==> src/rtl/division_pkg.sv <==
// Shared definitions for the iterative divider: FSM state encoding and default width.
// No logic, no timing.
package division_pkg;

    localparam int DIV_WIDTH_DEFAULT = 32;

    typedef enum logic [2:0] {
        ST_IDLE = 3'd0,
        ST_PREP = 3'd1,
        ST_CALC = 3'd2,
        ST_FIX  = 3'd3,
        ST_DONE = 3'd4
    } state_t;

endpackage

==> src/rtl/division_step.sv <==
// One restoring-division step: shift in the next dividend bit and subtract the divisor when it fits.
// Purely combinational; the only subtractor in the divider datapath.
module division_step #(
    parameter int WIDTH = 32
) (
    input  logic [WIDTH-1:0] rem,
    input  logic [WIDTH-1:0] divisor,
    input  logic             bit_in,
    output logic [WIDTH-1:0] rem_next,
    output logic             q_bit
);

    logic [WIDTH:0] trial;
    logic [WIDTH:0] diff;

    assign trial = {rem, bit_in};
    assign diff  = trial - {1'b0, divisor};

    // rem < divisor, so a non-negative difference always fits back in WIDTH bits
    assign q_bit    = ~diff[WIDTH];
    assign rem_next = q_bit ? diff[WIDTH-1:0] : trial[WIDTH-1:0];

endmodule

==> src/rtl/division_gen.sv <==
// Signed/unsigned radix-2 restoring divider, one quotient bit per clock.
// Latency WIDTH+2 clocks (2 for divide-by-zero and MIN/-1); start is ignored while busy.
module division_gen
    import division_pkg::*;
#(
    parameter int WIDTH = DIV_WIDTH_DEFAULT
) (
    input  logic               clk,
    input  logic               rst,
    input  logic               start,
    input  logic               sgn,
    input  logic [WIDTH-1:0]   A,
    input  logic [WIDTH-1:0]   D,
    output logic [2*WIDTH-1:0] R,
    output logic               busy,
    output logic               done,
    output logic               dz,
    output logic               ovf
);

    localparam int              CW      = $clog2(WIDTH) + 1;
    localparam logic [CW-1:0]   LAST    = CW'(WIDTH - 1);
    localparam logic [WIDTH-1:0] MIN_VAL = {1'b1, {(WIDTH-1){1'b0}}};
    localparam logic [WIDTH-1:0] ONES    = '1;

    state_t           state;
    state_t           state_nxt;
    logic             accept;
    logic             special;
    logic             ovf_cond;
    logic             sgn_q;
    logic             q_neg;
    logic             r_neg;
    logic             dz_hit;
    logic             ovf_hit;
    logic [WIDTH-1:0] a_raw;
    logic [WIDTH-1:0] d_raw;
    logic [WIDTH-1:0] a_sh;
    logic [WIDTH-1:0] d_mag;
    logic [WIDTH-1:0] rem;
    logic [WIDTH-1:0] rem_nxt;
    logic [WIDTH-1:0] quo;
    logic             q_bit;
    logic [CW-1:0]    cnt;

    assign accept   = start && (state == ST_IDLE || state == ST_DONE);
    assign ovf_cond = sgn_q && (a_raw == MIN_VAL) && (d_raw == ONES);
    assign special  = (d_raw == '0) || ovf_cond;

    division_step #(.WIDTH(WIDTH)) u_step (
        .rem      (rem),
        .divisor  (d_mag),
        .bit_in   (a_sh[WIDTH-1]),
        .rem_next (rem_nxt),
        .q_bit    (q_bit)
    );

    always_ff @(posedge clk or negedge rst) begin
        if (!rst) begin
            state <= ST_IDLE;
        end else begin
            state <= state_nxt;
        end
    end

    always_comb begin
        state_nxt = state;
        case (state)
            ST_IDLE: if (accept) state_nxt = ST_PREP;
            // exceptional operands skip CALC but still go through the common R load in FIX
            ST_PREP: state_nxt = special ? ST_FIX : ST_CALC;
            ST_CALC: if (cnt == LAST) state_nxt = ST_FIX;
            ST_FIX:  state_nxt = ST_DONE;
            ST_DONE: state_nxt = accept ? ST_PREP : ST_IDLE;
            default: state_nxt = ST_IDLE;
        endcase
    end

    always_comb begin
        busy = (state == ST_PREP) || (state == ST_CALC) || (state == ST_FIX);
        done = (state == ST_DONE);
    end

    always_ff @(posedge clk or negedge rst) begin
        if (!rst) begin
            a_raw   <= '0;
            d_raw   <= '0;
            sgn_q   <= 1'b0;
            a_sh    <= '0;
            d_mag   <= '0;
            rem     <= '0;
            quo     <= '0;
            cnt     <= '0;
            q_neg   <= 1'b0;
            r_neg   <= 1'b0;
            dz_hit  <= 1'b0;
            ovf_hit <= 1'b0;
            R       <= '0;
            dz      <= 1'b0;
            ovf     <= 1'b0;
        end else begin
            if (accept) begin
                a_raw <= A;
                d_raw <= D;
                sgn_q <= sgn;
            end
            case (state)
                ST_PREP: begin
                    a_sh    <= (sgn_q && a_raw[WIDTH-1]) ? -a_raw : a_raw;
                    d_mag   <= (sgn_q && d_raw[WIDTH-1]) ? -d_raw : d_raw;
                    q_neg   <= sgn_q && (a_raw[WIDTH-1] ^ d_raw[WIDTH-1]);
                    r_neg   <= sgn_q && a_raw[WIDTH-1];
                    dz_hit  <= (d_raw == '0);
                    ovf_hit <= ovf_cond;
                    rem     <= '0;
                    quo     <= '0;
                    cnt     <= '0;
                end
                ST_CALC: begin
                    a_sh <= a_sh << 1;
                    rem  <= rem_nxt;
                    quo  <= {quo[WIDTH-2:0], q_bit};
                    cnt  <= cnt + 1'b1;
                end
                ST_FIX: begin
                    dz  <= dz_hit;
                    ovf <= ovf_hit;
                    if (dz_hit) begin
                        R <= {a_raw, ONES};
                    end else if (ovf_hit) begin
                        R <= {{WIDTH{1'b0}}, MIN_VAL};
                    end else begin
                        R <= {(r_neg ? -rem : rem), (q_neg ? -quo : quo)};
                    end
                end
                default: ;
            endcase
        end
    end

endmodule

==> config.mk <==
export PLATFORM = sky130hd
export DESIGN_NAME = division_gen
export DESIGN_NICKNAME = d
export VERILOG_FILES = /design/src/rtl/division_pkg.sv /design/src/rtl/division_step.sv /design/src/rtl/division_gen.sv
export SDC_FILE = /design/constraint.sdc
export NUM_CORES = 1
export LEC_CHECK = 0
export CAP_MARGIN = 25
export CORE_ASPECT_RATIO = 0.5
export CORE_MARGIN = 8
export CORE_UTILIZATION = 51
export DETAILED_ROUTE_END_ITERATION = 16
export PLACE_DENSITY = 0.75
export SLEW_MARGIN = 20
export SYNTH_ARGS = -nofsm -noshare
export SYNTH_HDL_FRONTEND = slang
export SYNTH_HIERARCHICAL = 1
export SYNTH_SLANG_ARGS = --single-unit
export TNS_END_PERCENT = 30
==> constraint.sdc <==
create_clock -name clk -period 3.3 [get_ports clk]
set_clock_uncertainty 0.2 [all_clocks]
set_input_delay 0.495 -clock clk [delete_from_list [all_inputs] [get_ports clk]]
set_output_delay 0.495 -clock clk [all_outputs]
set_load 0.005 [all_outputs]
After elaboration in Yosys (flattened, before gate mapping)

Cells that the tools add are included.
Widths: inputs -> output; s select.

Add/sub/neg operators: 6
Eq/ne operators: 9
Mux-type cells: 16
Bitwise gates (word level): 2
Reduce and logical (&&, ||, !) cells: 14

Operator list:

| kind                 | number |
|---|---|
| $pmux 32 s2          | 3 |
| $mux 32              | 5 |
| $mux 64              | 2 |
| $neg 32->32          | 4 |
| $eq 32x32->1 const B | 2 |
| $sub 33x32->33       | 1 |
| $logic_not 32->1     | 1 |
| $pmux 3 s5           | 1 |
| $pmux 6 s2           | 1 |
| $add 6x1->6 const B  | 1 |
| $eq 3x2->1 const B   | 2 |
| $eq 6x5->1 const B   | 1 |
| $logic_and 1x1->1    | 6 |
| $mux 3               | 2 |
| $logic_or 1x1->1     | 4 |
| $ne 2x2->1 const B   | 2 |
| $eq 3x1->1 const B   | 1 |
| $eq 3x3->1 const B   | 1 |
| $logic_not 3->1      | 1 |
| $mux 1               | 2 |
| $reduce_and 2->1     | 1 |
| $reduce_bool 2->1    | 1 |
| $not 1->1            | 1 |
| $xor 1x1->1          | 1 |

Flip-flop bits (word level): 272
Input bits: 68
Word-level logic and storage cells: 63

Longest topological paths before layout

Gate-level depths: netlist of run 1.

Depth after elaboration: 6
Depth in mapped cells: 17

By module

Netlist of run 1, hierarchy kept.

Modules (own cells, without submodules):

| module        | times used | cells an instance | area each (sq um) | seq. area each (sq um) |
|---|---|---|---|---|
| division_gen  | 1          | 1291              | 13256.5           | 6806.5 |
| division_step | 1          | 307               | 2398.6            | 0.0 |

Worst setup path before layout of run 1

Ideal clock, no wire load.

Path kind: flip-flop to flip-flop
From: register d_mag[0]
To: register rem[12]
Arrival: 3287 ps
Required time: 2979 ps
Setup slack: -308 ps
Stages on the path, launching flop included: 16
Cell sequence: dfrtp_1 -> ha_1 -> fa_1 -> and2b_1 -> o2111ai_2 -> a21oi_2 -> o2111ai_1 -> a211oi_2 -> nor2_4 -> mux2i_4 -> and2_4 -> buf_12 -> inv_8 -> buf_12 -> mux2_4 -> a22o_1

Longest elaborated chain between the ends: 3

Ends and longest elaborated chain:

| item                     | line                | source |
|---|---|---|
| start: declaration       | division_gen.sv:39  | `logic [WIDTH-1:0] d_mag;` |
| start signal: assignment | division_gen.sv:110 | `d_mag <= (sgn_q && d_raw[WIDTH-1]) ? -d_raw : d_raw;` |
| $sub 33x32->33           | division_step.sv:17 | `assign diff = trial - {1'b0, divisor};` |
| $mux 32                  | division_step.sv:21 | `assign rem_next = q_bit ? diff[WIDTH-1:0] : trial[WIDTH-1:0];` |
| named net rem_nxt[12]    | division_gen.sv:41  | `logic [WIDTH-1:0] rem_nxt;` |
| $pmux 32 s2              | division_gen.sv:107 | `case (state)` |
| end signal: assignment   | division_gen.sv:121 | `rem <= rem_nxt;` |
| end: declaration         | division_gen.sv:40  | `logic [WIDTH-1:0] rem;` |

The timed path passes the listed nets, and every way through them passes these cells.
A chain may end at the register's enable or synchronous reset.

Final worst setup path of run 1

From: register a_sh[31]
To: register rem[8]

Longest elaborated chain between the ends: 3

Ends and longest elaborated chain:

| item                     | line                | source |
|---|---|---|
| start: declaration       | division_gen.sv:38  | `logic [WIDTH-1:0] a_sh;` |
| start signal: assignment | division_gen.sv:109 | `a_sh <= (sgn_q && a_raw[WIDTH-1]) ? -a_raw : a_raw;` |
| start signal: assignment | division_gen.sv:120 | `a_sh <= a_sh << 1;` |
| $sub 33x32->33           | division_step.sv:17 |  |
| $mux 32                  | division_step.sv:21 |  |
| named net rem_nxt[8]     | division_gen.sv:41  |  |
| $pmux 32 s2              | division_gen.sv:107 |  |

The timed path passes the listed nets, and every way through them passes these cells.

==> results of run 1 <==
[what timing repair did]
action,CTS,global route
endpoints found under the setup margin,25,33
gates cloned,1,1
resized for setup,6,7
pin swaps,2,2
hold endpoints to repair,86,0
buffers inserted,1,3
hold buffers,1,0
[worst max-delay path, stage by stage (launching register included)]
cell and delay (ns):
dfrtp_1 0.38, inv_2 0.06, ha_4 0.16, fa_2 0.35, and2b_1 0.25, o2111ai_2 0.15, a21oi_2 0.21, o2111ai_2 0.14
a211oi_2 0.28, nor2_4 0.07, mux2i_4 0.20, and2_4 0.24, inv_8 0.15, mux2_4 0.31, a22o_1 0.21
[how the worst max path moves through the flow]
stage / from / endpoint / cells past startpoint / slack, ns
after global placement: a_sh[31]$_DFFE_PN0P_ / rem[3]$_DFFE_PN0P_ / 14 / -0.12
after floorplan: a_sh[31]$_DFFE_PN0P_ / rem[16]$_DFFE_PN0P_ / 16 / -0.15
after CTS: d_mag[0]$_DFFE_PN0P_ / rem[3]$_DFFE_PN0P_ / 13 / -0.18
after detailed placement: d_mag[0]$_DFFE_PN0P_ / rem[3]$_DFFE_PN0P_ / 13 / -0.20
after global routing: a_sh[31]$_DFFE_PN0P_ / rem[9]$_DFFE_PN0P_ / 14 / -0.33
final: a_sh[31]$_DFFE_PN0P_ / rem[8]$_DFFE_PN0P_ / 14 / -0.19
[per-layer routing]
| layer | global-route usage, % | vias to the layer above | wire (um) |
|---|---|---|---|
| met4 | 6.57 | 0 | 1220 |
| met1 | 30.7 | 6450 | 18900 |
| met2 | 36.9 | 437 | 20100 |
| met5 | 0 | - | 0 |
| li1 | - | 6157 | - |
| met3 | 3.57 | 71 | 2650 |
[power by group through the flow]
stage,Clock (mW),Sequential [mW],Combinational [mW]
after floorplan,0,5.78,7.99
after CTS,3.09,6.19,11.2
final,3.05,6.22,11.5
after global placement,0,6.20,10.9
after global routing,3.23,6.39,12.5
after detailed placement,0,6.24,11.1
[cell families (layout without fill, tap and decap cells)]
kind of cell,after synthesis,count (layout),share of synthesized area [%]
AO/OA/AOI/OAI,501,501,21.4
multiplexers,86,86,6.63
adder cells (fa/ha/maj),39,39,3.16
AND/OR/NAND/NOR,405,405,13.2
buffers and inverters,166,334,4.94
XOR/XNOR,129,129,7.22
flip-flops,272,272,43.5
[layout by cell type, fill, tap and decap left out, types with 27 or more instances in the layout]
| master | Yosys | final |
|---|---|---|
| a22oi_1 | 29 | 29 |
| xor2_1 | 84 | 84 |
| nor2_1 | 98 | 97 |
| nor3_1 | 27 | 27 |
| nand3_1 | 31 | 31 |
| o31ai_1 | 32 | 31 |
| a22o_1 | 58 | 58 |
| nand2_1 | 118 | 118 |
| dfrtp_1 | 272 | 272 |
| a21oi_1 | 88 | 87 |
| buf_4 | 1 | 82 |
| inv_1 | 61 | 60 |
| clkdlybuf4s50_1 | 0 | 134 |
| ha_1 | 38 | 31 |
| xnor2_1 | 45 | 45 |
| clkbuf_16 | 0 | 27 |
| o21ai_0 | 136 | 133 |
| mux2_2 | 56 | 52 |
[registers in the layout, indices dropped and copies added (netlist names)]
signal / flops
R: 64
cnt: 6
dz: 1
rem: 32
d_mag: 32
sgn_q: 1
d_raw: 32
ovf: 1
a_raw: 32
q_neg: 1
state: 3
quo: 32
dz_hit: 1
r_neg: 1
a_sh: 32
ovf_hit: 1
[area by class of cell]
| type | instances | area [um2] |
|---|---|---|
| clock buffer | 38 | 777 |
| tap | 399 | 499 |
| multi-input combinational | 1160 | 8220 |
| inverter | 62 | 245 |
| sequential | 272 | 6810 |
| clock inverter | 9 | 88.8 |
| timing repair buffer | 223 | 2080 |
| timing repair inverter | 2 | 20.0 |
| fill | 2528 | 11600 |
==> impl_metrics.json, run 1 <==
{
  "syn_avg_cell_area_um2": 9.80,
  "power.density_nw_per_um2": 1110,
  "synth_edf_count": 0,
  "maxSlewViolCount": 0,
  "hold_violations": 0,
  "path_max_fanout": 12,
  "synthCells": 1598,
  "drtIter0Drc": 1289,
  "htree_levels": 1,
  "synth_cell_types": 90,
  "cts_buffer_depth": 3,
  "io_buffers": 135,
  "start_kind": "flop",
  "p_int_mw": 11.8,
  "overflow": 0,
  "criticalPathCategory": "reg2reg",
  "hold_ws_ns": 0.279,
  "post_drt_via_cell_ratio": 6.06,
  "gp_congestion": 0.921,
  "hold_class": "reg2reg",
  "die_area_um2": 36900,
  "grt_max_degree": 97,
  "outcome": "finished with violations",
  "dieHeight_um": 140,
  "antenna_found_initial": 0,
  "die_w_um": 264,
  "p_switching_mw": 8.89,
  "min_to": "dz$_DFFE_PN0P_",
  "synth-seq-cells": 272,
  "via_count": 13100,
  "drcViolationCount": 0,
  "cp-end-kind": "flop",
  "reg2reg_to": "rem[8]$_DFFE_PN0P_",
  "synth.cell_area_um2": 15700,
  "fin_util_pct": 61.9,
  "total_power_mw": 20.7,
  "areaGrowthSynthToFinish_pct": 19.7,
  "dp.cells": 2111,
  "fin_setup_tns_ns": -4.52,
  "synthTopCellsByArea": "dfrtp_1 43%, xor2_1 4.7%, o21ai_0 4.3%",
  "min_path_cells": 1,
  "grt_pass1_wl_um": 68800,
  "pwr-share-clk_pct": 14.7,
  "core_um2": 30300,
  "netSwitchingFraction_pct": 42.9,
  "postRouteAntennaNets": 0,
  "r2r_start": "a_sh[31]$_DFFE_PN0P_",
  "wl_per_cell_um": 19.8,
  "synth.most_common_cell": "dfrtp_1",
  "ys.flop_type": "dfrtp_1",
  "n_antenna_cell": 0,
  "drive_above_1_share_pct": 14.6,
  "violations": "negative setup slack",
  "slew-limit-headroom_pct": 30.1,
  "rows": 45,
  "tightest_slew_ns": 1.05,
  "dp_slack_ns": -0.198,
  "finalCritPeriodShare_pct": 106,
  "max_freq_mhz": 287,
  "drv_cap": 0,
  "grt_pass1_vias": 12400,
  "finalNonFillerCells": 2165,
  "cts-buffers-inserted": 26,
  "synth_top_area_share_pct": 43.5,
  "combPwrFrac_pct": 55.3,
  "rsz0062_at_grt": "true",
  "yosysWarnings": 6,
  "grt.total_usage_pct": 22.5,
  "layout_setup_ws_ns": -0.188,
  "dr.pass1.iters": 5,
  "placed_area_um2": 17800,
  "synth_area_leader_cell": "dfrtp_1",
  "cp.required_ns": 3.52,
  "p_leak_nw": 8.21,
  "seqPwrFrac_pct": 30.0,
  "ir_worst_vdd_uv": 589,
  "post-dp-hpwl_um": 31000,
  "critPathArrivalTime_ns": 3.70,
  "final.min_clock_period_ns": 3.49,
  "cts_root_buffer": "clkbuf_16",
  "rrSetupSlack_ns": -0.19,
  "synth_nets": 1705,
  "synth_common_cells": "272 x dfrtp_1, 136 x o21ai_0, 118 x nand2_1",
  "postLayoutCellArea_um2": 18700,
  "setup_viol": 32,
  "cts_tree": "done",
  "cts.sinks": 272,
  "synthArstFlopShare_pct": 100,
  "nets": 1854,
  "start_util_pct": 51.7,
  "drt_wl_total_um": 42800,
  "hold_start": "dz$_DFFE_PN0P_",
  "clkTransAtPathRegs_ns": 0.07,
  "rr_worst_depth": 14,
  "clk_latency_ns": 0.55,
  "synth_seq_area_share_pct": 43.5,
  "ios": 136
}
(Power assumes the default switching activity.)
==> run 2, diff against run 1 <==
Settings changed: SYNTH_HIERARCHICAL 1 to not set.
==> impl_metrics.json, run 2 <==
{
  "die_area_um2": 35200,
  "tightest_slew_ns": 1.16,
  "drtIter0Drc": 1143,
  "grt_pass1_vias": 12900,
  "nets": 1886,
  "hold_class": "reg2reg",
  "finalCritPeriodShare_pct": 108,
  "power.density_nw_per_um2": 1140,
  "hold_violations": 0,
  "via_count": 12900,
  "grt.total_usage_pct": 24.1,
  "drcViolationCount": 0,
  "dieHeight_um": 137,
  "drive_above_1_share_pct": 16.6,
  "synth_edf_count": 0,
  "largest_reg_flops": 64,
  "synth_top_area_share_pct": 45.8,
  "dp.cells": 2135,
  "outcome": "finished with violations",
  "syn_avg_cell_area_um2": 9.50,
  "maxSlewViolCount": 0,
  "finalNonFillerCells": 2190,
  "regMostFlops": "R",
  "synthArstFlopShare_pct": 100,
  "ir_worst_vdd_uv": 477,
  "cp.required_ns": 3.51,
  "criticalPathCategory": "reg2reg",
  "drt_wl_total_um": 43000,
  "post_drt_via_cell_ratio": 5.91,
  "ios": 136,
  "ys.flop_type": "dfrtp_1",
  "cts_root_buffer": "clkbuf_16",
  "max_freq_mhz": 280,
  "grt_pass1_wl_um": 69700,
  "synth_seq_area_share_pct": 45.8,
  "n_antenna_cell": 0,
  "htree_levels": 1,
  "final_common_cell": "dfrtp_1",
  "critPathArrivalTime_ns": 3.77,
  "synthTopCellsByArea": "dfrtp_1 46%, o21ai_0 6.0%, xor2_1 5.1%",
  "dr.pass1.iters": 8,
  "cts-buffers-inserted": 26,
  "yosysWarnings": 0,
  "start_util_pct": 51.6,
  "die_w_um": 258,
  "core_um2": 28800,
  "antenna_found_initial": 1,
  "synth_nets": 1673,
  "rows": 44,
  "fin_util_pct": 64.8,
  "gp_congestion": 0.904,
  "clk_latency_ns": 0.56,
  "io_buffers": 135,
  "synth.most_common_cell": "dfrtp_1",
  "start_kind": "flop",
  "cts_buffer_depth": 3,
  "post-dp-hpwl_um": 31300,
  "final.min_clock_period_ns": 3.57,
  "grt_max_degree": 90,
  "synth.cell_area_um2": 14900,
  "cts.sinks": 272,
  "rsz0062_at_grt": "true",
  "path_max_fanout": 4,
  "areaGrowthSynthToFinish_pct": 25.7,
  "postRouteAntennaNets": 0,
  "synth_common_cells": "272 x dfrtp_1, 177 x o21ai_0, 170 x nand2_1",
  "violations": "negative setup slack",
  "synth_area_leader_cell": "dfrtp_1",
  "synth-seq-cells": 272,
  "synthCells": 1566,
  "synth_cell_types": 61,
  "cp-end-kind": "flop",
  "p_leak_nw": 8.22,
  "drv_cap": 0,
  "wl_per_cell_um": 19.6,
  "overflow": 0,
  "setup_viol": 36,
  "layout_setup_ws_ns": -0.268,
  "mostFrequentLayoutCells": "271 x dfrtp_1, 168 x nand2_1, 168 x o21ai_0",
  "slew-limit-headroom_pct": 22.6,
  "cts_tree": "done",
  "clkTransAtPathRegs_ns": 0.07
}
==> run 2: worst paths after layout <==
check	from	to	slack [ns]	cells past startpoint
max	rem[4]$_DFFE_PN0P_	R[61]$_DFFE_PN0P_	-0.27	10
min	R[18]$_DFFE_PN0P_	R[18]$_DFFE_PN0P_	0.27	2
max reg2reg	rem[4]$_DFFE_PN0P_	R[61]$_DFFE_PN0P_	-0.27	10
min reg2reg	R[18]$_DFFE_PN0P_	R[18]$_DFFE_PN0P_	0.27	2
max in group asynchronous	rst	a_sh[9]$_DFFE_PN0P_	1.69	3
min in group asynchronous	rst	d_raw[20]$_DFFE_PN0P_	0.32	2
==> run 2: final cells by class <==
type	count	area, um2
Multi-Input combinational cell	1154	7860
Timing Repair Buffer	269	2480
Clock buffer	35	734
Fill cell	2322	10200
Inverter	56	210
Clock inverter	13	115
Sequential cell	272	6810
Tap cell	391	489
==> run 2: stage by stage <==
step	worst slack, ns	total power, mW	instance area, um2	hold WS [ns]	TNS (ns)
after floorplan	-0.159	13.0	14900	-0.000591	-1.60
after global placement	-0.194	17.1	17500	0.257	-5.26
after detailed placement	-0.328	17.5	17500	0.257	-9.16
after CTS	-0.243	21.0	18500	0.271	-5.72
after global routing	-0.357	22.8	18700	0.297	-8.67
final	-0.268	21.3	18700	0.268	-3.73
==> run 2: timing repair <==
| item | 4_1_cts | 5_1_grt |
|---|---|---|
| setup endpoints to repair | 43 | 47 |
| gates cloned | 1 | 0 |
| hold buffers | 1 | 0 |
| gates resized for setup | 27 | 32 |
| endpoints found under the hold margin | 84 | 0 |
| pin swaps | 10 | 11 |
| setup buffers | 4 | 0 |
==> run 2: power by group <==
| part | switching (mW) | total, mW | internal, mW |
|---|---|---|---|
| registers | 1.52 | 6.25 | 4.74 |
| clock network | 1.35 | 3.01 | 1.65 |
| logic | 6.22 | 12.0 | 5.82 |
| total | 9.09 | 21.3 | 12.2 |
==> run 2: critical path, cell delays in order, from the launching register on <==
cell     delay (ns)
dfrtp_1        0.45
or3_1          0.45
nor3_2         0.22
nand3_1        0.18
or2_4          0.26
or3_4          0.33
or3_4          0.34
or4_4          0.47
o41ai_4        0.23
xor2_1         0.18
o22ai_1        0.10
==> run 2: routing by layer <==
layer,routed length [um],GRT usage [%],vias to the layer above
li1,-,-,6020
met1,18500,32.3,6400
met2,20800,41.1,437
met3,2550,3.35,80
met4,1130,6.66,2
met5,13,0,-
==> run 2: cells by family after synthesis <==
kind of cell    Yosys count  synth area share, %
buf+inv                 140                 3.58
flops                   272                 45.8
compound gates          463                 19.5
simple gates            420                 12.9
fa+ha+maj                39                 3.33
xor+xnor                150                 8.88
mux                      82                 6.01
